File: config.mk
export PLATFORM = sky130hd
export DESIGN_NAME = uart_tx_arbiter
export DESIGN_NICKNAME = d
export VERILOG_FILES = /design/src/rtl/uart_tx_arbiter.sv
export SDC_FILE = /design/constraint.sdc
export NUM_CORES = 1
export LEC_CHECK = 0
export CORE_UTILIZATION = 60
export DETAILED_ROUTE_END_ITERATION = 10
export DONT_BUFFER_PORTS = 1
export GPL_TIMING_DRIVEN = 0
export PLACE_DENSITY = 0.76
export SYNTH_ARGS = -nofsm -noshare
export SYNTH_HDL_FRONTEND = slang
export SYNTH_SLANG_ARGS = --single-unit
File: constraint.sdc
create_clock -name clk -period 2.4 [get_ports clk]
set_clock_uncertainty 0.1 [all_clocks]
set_input_delay 0.36 -clock clk [delete_from_list [all_inputs] [get_ports clk]]
set_output_delay 0.36 -clock clk [all_outputs]
set_load 0.03 [all_outputs]
File: src/rtl/uart_tx_arbiter.sv
// uart_tx_arbiter: packet-granular round-robin sharing of one UART transmitter.
// Optional HOLD idle timeout is compiled in with `define UART_TX_ARB_TIMEOUT_EN.

module uart_tx_arbiter_chk #(
  parameter int NumReq        = 4,
  parameter int TimeoutCycles = 65535
) (
  input logic              clk,
  input logic              nReset,
  input logic              tx_valid,
  input logic              tx_done,
  input logic              inWait,
  input logic [NumReq-1:0] req_valid,
  input logic [NumReq-1:0] req_ready
);
  logic armed;

  // A byte launched before a reset may still complete after it, so tx_done is policed only once this run has sent one.
  always_ff @(posedge clk or negedge nReset) begin
    if (!nReset) begin
      armed <= 1'b0;
    end else if (tx_valid) begin
      armed <= 1'b1;
    end else begin
      armed <= armed;
    end
  end

  strayDone: assert property (@(posedge clk) disable iff (!nReset) (tx_done && armed) |-> inWait)
    else $error("tx_done received outside WAIT");

  readyRule: assert property (@(posedge clk) disable iff (!nReset)
    (((req_ready & ~req_valid) == '0) && $onehot0(req_ready)));

  paramRange: assert property (@(posedge clk)
    (NumReq >= 1) && (NumReq <= 16) && (TimeoutCycles >= 1) && (TimeoutCycles <= 65535));
endmodule

module uart_tx_arbiter #(
  parameter int NumReq        = 4,
  parameter int IdxW          = (NumReq > 1) ? $clog2(NumReq) : 1,
  parameter int TimeoutCycles = 65535
) (
  input  logic                clk,
  input  logic                nReset,
  input  logic [NumReq-1:0]   req_valid,
  input  logic [8*NumReq-1:0] req_data,
  input  logic [NumReq-1:0]   req_last,
  output logic [NumReq-1:0]   req_ready,
  output logic [7:0]          tx_data,
  output logic                tx_valid,
  input  logic                tx_done,
  output logic [IdxW-1:0]     grant,
  output logic                busy
`ifdef UART_TX_ARB_TIMEOUT_EN
  ,
  output logic                timeout
`endif
);
  typedef enum logic [1:0] {
    IDLE = 2'd0,
    SEND = 2'd1,
    WAIT = 2'd2,
    HOLD = 2'd3
  } state_t;

  state_t          state;
  state_t          nextState;
  logic [IdxW-1:0] rr;
  logic [IdxW-1:0] nextRr;
  logic            lastQ;
  logic            accept;
  logic [IdxW-1:0] selIdx;
  logic            scanHit;
  logic [IdxW-1:0] scanIdx;
  logic [IdxW-1:0] cand;
  logic [7:0]      reqByte [NumReq];

`ifdef UART_TX_ARB_TIMEOUT_EN
  localparam logic [15:0] HoldLimit = 16'(TimeoutCycles - 1);
  logic [15:0] holdCnt;
  logic        dropLock;
`endif

  // Unpack the requester byte lanes.
  always_comb begin
    for (int i = 0; i < NumReq; i++) begin
      reqByte[i] = req_data[8*i +: 8];
    end
  end

  // Round-robin scan starting just after the most recent packet owner.
  always_comb begin
    scanHit = 1'b0;
    scanIdx = rr;
    cand    = '0;
    for (int k = 1; k <= NumReq; k++) begin
      cand = IdxW'((int'(rr) + k) % NumReq);
      if (!scanHit && req_valid[cand]) begin
        scanHit = 1'b1;
        scanIdx = cand;
      end else begin
        scanHit = scanHit;
      end
    end
  end

  // Next-state, pointer update and acceptance decision.
  always_comb begin
    nextState = state;
    nextRr    = rr;
    accept    = 1'b0;
    selIdx    = grant;
`ifdef UART_TX_ARB_TIMEOUT_EN
    dropLock  = 1'b0;
`endif
    case (state)
      IDLE: begin
        // Nothing is accepted while reset is held, so no byte is lost to it.
        if (scanHit && nReset) begin
          accept    = 1'b1;
          selIdx    = scanIdx;
          nextState = SEND;
        end else begin
          nextState = IDLE;
        end
      end
      SEND: begin
        nextState = WAIT;
      end
      WAIT: begin
        if (tx_done && lastQ) begin
          nextRr    = grant;
          nextState = IDLE;
        end else if (tx_done) begin
          nextState = HOLD;
        end else begin
          nextState = WAIT;
        end
      end
      HOLD: begin
        if (req_valid[grant] && nReset) begin
          accept    = 1'b1;
          selIdx    = grant;
          nextState = SEND;
`ifdef UART_TX_ARB_TIMEOUT_EN
        end else if (holdCnt == HoldLimit) begin
          dropLock  = 1'b1;
          nextRr    = grant;
          nextState = IDLE;
`endif
        end else begin
          nextState = HOLD;
        end
      end
      default: begin
        nextState = IDLE;
      end
    endcase
  end

  // One-hot ready toward the accepted requester.
  always_comb begin
    req_ready = '0;
    if (accept) begin
      req_ready[selIdx] = 1'b1;
    end else begin
      req_ready = '0;
    end
  end

  // State, pointer and registered transmitter-side outputs.
  always_ff @(posedge clk or negedge nReset) begin
    if (!nReset) begin
      state    <= IDLE;
      rr       <= IdxW'(NumReq - 1);
      lastQ    <= 1'b0;
      tx_data  <= 8'h00;
      grant    <= '0;
      tx_valid <= 1'b0;
      busy     <= 1'b0;
    end else begin
      state    <= nextState;
      rr       <= nextRr;
      tx_valid <= (nextState == SEND);
      busy     <= (nextState != IDLE);
      if (accept) begin
        tx_data <= reqByte[selIdx];
        lastQ   <= req_last[selIdx];
        grant   <= selIdx;
      end else begin
        tx_data <= tx_data;
        lastQ   <= lastQ;
        grant   <= grant;
      end
    end
  end

`ifdef UART_TX_ARB_TIMEOUT_EN
  // Idle cycles spent in HOLD; held at zero elsewhere so every entry starts fresh.
  always_ff @(posedge clk or negedge nReset) begin
    if (!nReset) begin
      holdCnt <= 16'd0;
      timeout <= 1'b0;
    end else begin
      timeout <= dropLock;
      if (state == HOLD && !accept && !dropLock) begin
        holdCnt <= holdCnt + 16'd1;
      end else begin
        holdCnt <= 16'd0;
      end
    end
  end
`endif

  uart_tx_arbiter_chk #(
    .NumReq        (NumReq),
    .TimeoutCycles (TimeoutCycles)
  ) uChk (
    .clk       (clk),
    .nReset    (nReset),
    .tx_valid  (tx_valid),
    .tx_done   (tx_done),
    .inWait    (state == WAIT),
    .req_valid (req_valid),
    .req_ready (req_ready)
  );
endmodule
==> out/metrics.cfg, run 1 <==
[clock_network]
cts_sinks=17
htreeDepth=1
max-clock-path-buffers=2
clock_latency_ns=0.29
numCtsBuffers=3
cts_root_buf=clkbuf_4
cts_tree=yes
clk_pin_slew_ns=0.10

[run_status]
status=complete, but fails checks
violations=negative setup slack

[routing]
vias=1145
wl_mm=3.10
ant_nets=0
viasPerCell=6.43
drt_iter0_drc=16
drc=0
post_drt_wl_per_cell_um=17.4
first_pass_iters=5

[sta]
worstMarginPinSlew_ns=0.763
setup_viol=4
max_slew_margin_pct=48.9
fmax_ghz=0.388
rsz0062_at_grt=yes
finalHoldViolCount=0
post-route-min-period_ns=2.58
fin_crit_sh_pct=107
fin_ws_ns=-0.178
slew_violations=0
tns_ns=-0.455
whs_ns=0.189

[synth]
synth_edf_count=0
synth_area_leaders=dfrtp_1, mux2i_1, a2111oi_2
syn_inst=135
synth_cell_types=38
synth_top_area_share_pct=28.8
synth.ff_latch_count=17
synth.cell_area_um2=1300
synth.net_count=182
synth_commonest_cells=inv_1, dfrtp_1, nor2_1
synthArstFlopShare_pct=100
synth_seq_area_share_pct=32.8
syn_area_per_cell_um2=9.66
synth_flop_cell=dfrtp_1
yosys_warnings=0
yosysTopAreaCell=dfrtp_1
synth_most_common_cell=inv_1

[critical_path]
rr_startpoint=rr[1]
cp_slowest_cell=dfrtp_2
cp-start-kind=flip-flop
crit_type=flip-flop to output port
cp_top_family=simple AND/OR/NAND/NOR gates
crit_buf_inv=1
r2r_slack_ns=0.10
rr_worst_depth=7
arrival_ns=2.12
crit_fanout=5
end_kind=output port
worst-path-stages=5
worstPathCellList=mux4_2 -> a22oi_2 -> nor3b_4 -> buf_4 -> nor4b_4
critPathRequiredTime_ns=1.94
r2r-end=tx_data[2]
crit_path_max_incr_delay_ns=0.50

[hold_path]
hold_class=primary input to flip-flop
holdPathEnd=tx_data[7]
hold_depth=2
hold_start=req_data[31]

[die]
dieArea_um2=2360
rows=16
fp.dieW_um=48.6
dieHeight_um=48.6
ios=59
initial_utilization_pct=65.1
design.core.area_um2=2000

[run]
cap_violations=0

[place]
gp_congestion=0.837
dp_hpwl_mm=2.18
place_area_um2=1360
io_buffers=0
dp_slack_ns=-0.223

[finish]
final_core_util_pct=76.9
drive_gt1_share_pct=30.5
finalInstanceArea_um2=1540
area.growth.synth_to_final_pct=18.1
layout.nets=199
num_antenna_cells=0

[grt]
overflow=0
antenna_found_initial=0
grt_pass1_wl_mm=4.80
grt_pass1_vias=1085
grt_util_all_layers_pct=26.2
grt_max_degree=18
busiest_layer=met2
use_met1_pct=34.5
met3_usage_pct=5.03
gr-usage-met2_pct=42.6

[power_and_ir_drop]
power_density_nw_per_um2=1390
p_leak_nw=0.655
irDropWorstVdd_uv=872

through the flow:
stage / total power [mW] / instances
global placement: 1.72 / 162
floorplan: 1.56 / 135
detailed placement: 1.75 / 162
global route: 2.28 / 178
finish: 2.14 / 178
CTS: 1.99 / 170
registers in the layout, indices dropped and copies added, names as in the netlist:
signal / cells
rr: 2
busy: 1
lastQ: 1
tx_valid: 1
tx_data: 8
state: 2
grant: 2
per-layer routing:
metal | vias to the layer above | share of wire (%)
li1 | 543 | -
met1 | 551 | 44
met2 | 47 | 48
met3 | 4 | 7.3
met4 | 0 | 0.81
met5 | - | 0
worst max path at each step:
stage / from / to
2_1_floorplan: rr[1] / req_ready[1]
3_3_place_gp: grant[1] / req_ready[0]
3_5_place_dp: grant[1] / req_ready[0]
4_1_cts: grant[1] / req_ready[1]
5_1_grt: grant[1] / req_ready[1]
6_report: grant[1] / req_ready[1]
kinds of logic after synthesis:
kind of cell | synth area share [%]
adders and majority gates | 3.84
and+or+nand+nor | 12.0
muxes | 10.9
DFF | 32.8
AOI/OAI and AO/OA | 30.3
buffers and inverters | 10.1
final cells by class:
cell class / instances / area [um2]
Multi-Input combinational cell: 91 / 795
Fill cell: 145 / 462
Sequential cell: 17 / 430
Timing Repair Buffer: 15 / 128
Buffer: 7 / 63.8
Inverter: 17 / 63.8
Tap cell: 27 / 33.8
Clock buffer: 4 / 26.3
where the power goes:
part	switching, mW	internal [mW]
clock	0.0908	0.0647
combinational	0.630	0.607
sequential	0.309	0.435
total	1.03	1.11
cell usage in the layout, fill, tap and decap left out, types with 3 or more instances in the layout:
master and n:
inv_1 17, buf_4 16, nor2_1 14, dfrtp_1 13, mux2i_1 12, a211oi_1 9
a221oi_1 9, a2111oi_2 6, nand2_1 5, a2111oi_0 3, ha_1 3, clkbuf_4 3
what timing repair did:
item                                    CTS  global route
pin swaps                                 3             6
endpoints found under the hold margin    17             0
setup buffers                             6             9
hold buffers                              1             0
endpoints found under the setup margin    6            10
resized for setup                        15             4
Note: power is estimated with default switching activity, not from simulation.
==> run 2: changes to the inputs <==
- ABC_AREA: not set -> 1
==> run 2 against run 1 <==
  * Routed wire length rose by 51%
  * Total power is 45% higher
  * Critical path depth increased by 8
  * Highest routed layer unchanged
  * Fmax decreased by 4.2%
  * The flow still finishes with violations (negative setup slack)
  * Sequential power about the same
  * Clock-buffer cell count decreased by 1
  * Via count rose by 45%
  * Non-clock buffer count up 2
  * Utilization up 6.1 points
  * Die area grew 16%
==> out/metrics.cfg, run 2 <==
[routing]
ant_nets=0  ; unchanged
post_drt_wl_per_cell_um=18.5  ; +6.5%
first_pass_iters=5  ; unchanged
drc=0  ; unchanged
vias=1655  ; +45%
wl_mm=4.69  ; +51%
drt_iter0_drc=66  ; +50
viasPerCell=6.54  ; +1.7%

[finish]
final_common_cell=nand2_1
finalInstanceArea_um2=1910  ; +24%
largest_reg_flops=8  ; unchanged
fin_cells=253  ; +42%
drive_gt1_share_pct=41.8  ; +11 points
area.growth.synth_to_final_pct=25.0
nFillCells=135  ; -6.9%
num_antenna_cells=0  ; unchanged
layout.nets=273  ; +37%
layout_common_cells=nand2_1, nand3_1, nand3_2
regMostFlops=tx_data

[grt]
grt_util_all_layers_pct=33.3  ; +7.1 points
overflow=0  ; unchanged
grt_pass1_vias=1529  ; +41%
antenna_found_initial=0  ; unchanged
grt_max_degree=19  ; +1
grt_pass1_wl_mm=6.60  ; +38%

[sta]
max_slew_margin_pct=49.2  ; +0.30 points
fin_ws_ns=-0.291  ; -0.113 ns
fmax_ghz=0.372  ; -4.2%
tns_ns=-2.07  ; -1.62 ns
finalHoldViolCount=0  ; unchanged
rsz0062_at_grt=yes
slew_violations=0  ; unchanged
setup_viol=13  ; +9
worstMarginPinSlew_ns=0.759  ; -0.00446 ns
whs_ns=0.207  ; +0.0181 ns
post-route-min-period_ns=2.69  ; +0.113 ns
fin_crit_sh_pct=112  ; +4.7 points

[synth]
synth_seq_area_share_pct=28.1  ; -4.8 points
synth.net_count=254  ; +40%
synth.ff_latch_count=17  ; unchanged
yosys_warnings=0  ; unchanged
synth.cell_area_um2=1530  ; +17%
synth_edf_count=0  ; unchanged
yosys.area_share.simple_pct=51.8  ; +40 points
synthMuxAreaShare_pct=0.656  ; -10 points
syn_inst=207  ; +53%
synthArstFlopShare_pct=100  ; unchanged
synth_area_leaders=dfrtp_1, nand2_1, nand3_1
synthXorXnorAreaFrac_pct=0  ; unchanged
synth_compound_area_share_pct=5.66  ; -25 points
syn_area_per_cell_um2=7.37  ; -24%
synth_top_family_by_area=simple AND/OR/NAND/NOR gates
synth_most_common_cell=nand2_1
synth_top_area_share_pct=24.6  ; -4.2 points
synth_cell_types=29  ; -24%
synth_flop_cell=dfrtp_1
synthAdderAreaFrac_pct=3.28  ; -0.56 points
synth_commonest_cells=nand2_1, nand3_1, nand3_2
yosysTopAreaCell=dfrtp_1

[run_status]
violations=negative setup slack
status=complete, but fails checks

[critical_path]
critPathRequiredTime_ns=1.94  ; about the same
crit_start=rr[1]
end_kind=output port
r2r_slack_ns=-0.13  ; -0.23 ns
cp_slowest_cell=dfstp_2
crit_fanout=6  ; +1
rr_worst_depth=17  ; +10
crit_type=flip-flop to output port
worstPathCellList=inv_2 -> nand2_2 -> nand2_2 -> nand2_2 -> nand2_4 -> nand2_2 -> nand2_1 -> nand2_1 -> nand2_2 -> nand2_4 -> buf_12 -> nand3_4 -> nor2_4
arrival_ns=2.23  ; +0.11 ns
crit_path_max_incr_delay_ns=0.64  ; +0.14 ns
rr_startpoint=rr[1]
critical-path-top-cell-by-count=nand2_2
cp-start-kind=flip-flop
crit_end=req_ready[0]
r2r-end=tx_data[3]

[clock_network]
cts_root_buf=clkbuf_4
cts_tree=yes
cts_sinks=17  ; unchanged
clock_latency_ns=0.30  ; about the same
max-clock-path-buffers=2  ; unchanged
numCtsBuffers=3  ; unchanged
htreeDepth=1  ; unchanged
clk_pin_slew_ns=0.12  ; +0.02 ns

[die]
ios=59  ; unchanged
rows=17  ; +1
initial_utilization_pct=66.4  ; +1.3 points
dieArea_um2=2750  ; +16%
design.core.area_um2=2300  ; +15%
dieHeight_um=52.4  ; +7.8%
fp.dieW_um=52.4  ; +7.8%

[run]
cap_violations=0  ; unchanged

[power_and_ir_drop]
irDropWorstVdd_uv=1040  ; +20%
power_mw=3.09  ; +45%
power_density_nw_per_um2=1620  ; +17%
p_leak_nw=0.928  ; +42%

[place]
dp_hpwl_mm=2.85  ; +31%
place_area_um2=1570  ; +15%
dp.cells=235  ; +45%
gp_congestion=0.762  ; -8.9%
io_buffers=0  ; unchanged

[hold_path]
hold_class=primary input to flip-flop

## run 2: cell count changes in the layout (fill, tap and decap cells not counted), sizes merged, moves of 5 or more
| cell | delta |
|---|---|
| a2111oi | -9 |
| mux2i | -11 |
| o21ai | +6 |
| a221oi | -9 |
| a211oi | -9 |
| inv | -5 |
| nand2 | +75 |
| nor2 | -6 |
| nand3 | +55 |
## run 2: stage by stage
step                util [%]  worst slack (ns)
finish                  83.0            -0.291
CTS                     78.8            -0.175
global placement        68.1            -0.194
global route            83.0            -0.352
floorplan                  -           -0.0637
detailed placement      68.1            -0.237
## run 2: layout make-up
class / instances / area (um2) / share of cell area [%]
Multi-Input combinational cell: 167 / 1150 / 60.2
Clock buffer: 3 / 22.5 / 1.18
Buffer: 7 / 77.6 / 4.07
Clock inverter: 1 / 5.00 / 0.262
Inverter: 13 / 58.8 / 3.08
Sequential cell: 17 / 428 / 22.4
Tap cell: 28 / 35.0 / 1.84
Timing Repair Buffer: 17 / 131 / 6.89
## run 2: logic make-up (layout without fill, tap and decap cells)
logic type               Yosys count  count (layout)
AND/OR/NAND/NOR                  148             148
multiplexers                       1               1
AO/OA/AOI/OAI                     14              14
adder cells (fa/ha/maj)            4               4
flip-flops                        17              17
buffers and inverters             23              41
## run 2: per-layer routing
layer / vias up / part of all wire [%] / track usage, %
li1: 717 / - / -
met1: 789 / 35 / 31.2
met2: 113 / 53 / 63.1
met3: 36 / 7.5 / 9.28
met4: 0 / 5.4 / 19.3
met5: - / 0 / 0
## run 2: worst min-delay path by stage
stage / startpoint / endpoint / slack [ns] / cells after the start
after floorplan: nReset / busy / -0.04 / 0
after global placement: nReset / grant[0] / -0.04 / 0
after detailed placement: nReset / tx_valid / -0.04 / 0
after CTS: tx_done / rr[0] / 0.17 / 2
after global routing: tx_done / rr[0] / 0.22 / 2
final: tx_done / rr[1] / 0.21 / 2
## run 2: timing repair
item                       CTS  global route
pin swaps                   25            12
gates cloned                 1             0
setup endpoints to repair    4            13
gates resized for setup     39            15
buffers inserted            12             3
hold endpoints to repair    17             0
hold buffers                 1             0
## run 2: report_power, final
group / total [mW] / switching, mW / internal [mW]
combinational: 2.19 / 1.34 / 0.848
sequential: 0.745 / 0.316 / 0.429
clock: 0.161 / 0.0988 / 0.0620
total: 3.09 / 1.75 / 1.34
## run 2: worst max-delay path: cells and delay by family, from the launching register on
family / cells / cell delay (ns)
buf+inv: 2 / 0.22
simple gates: 11 / 1.06
flops: 1 / 0.64
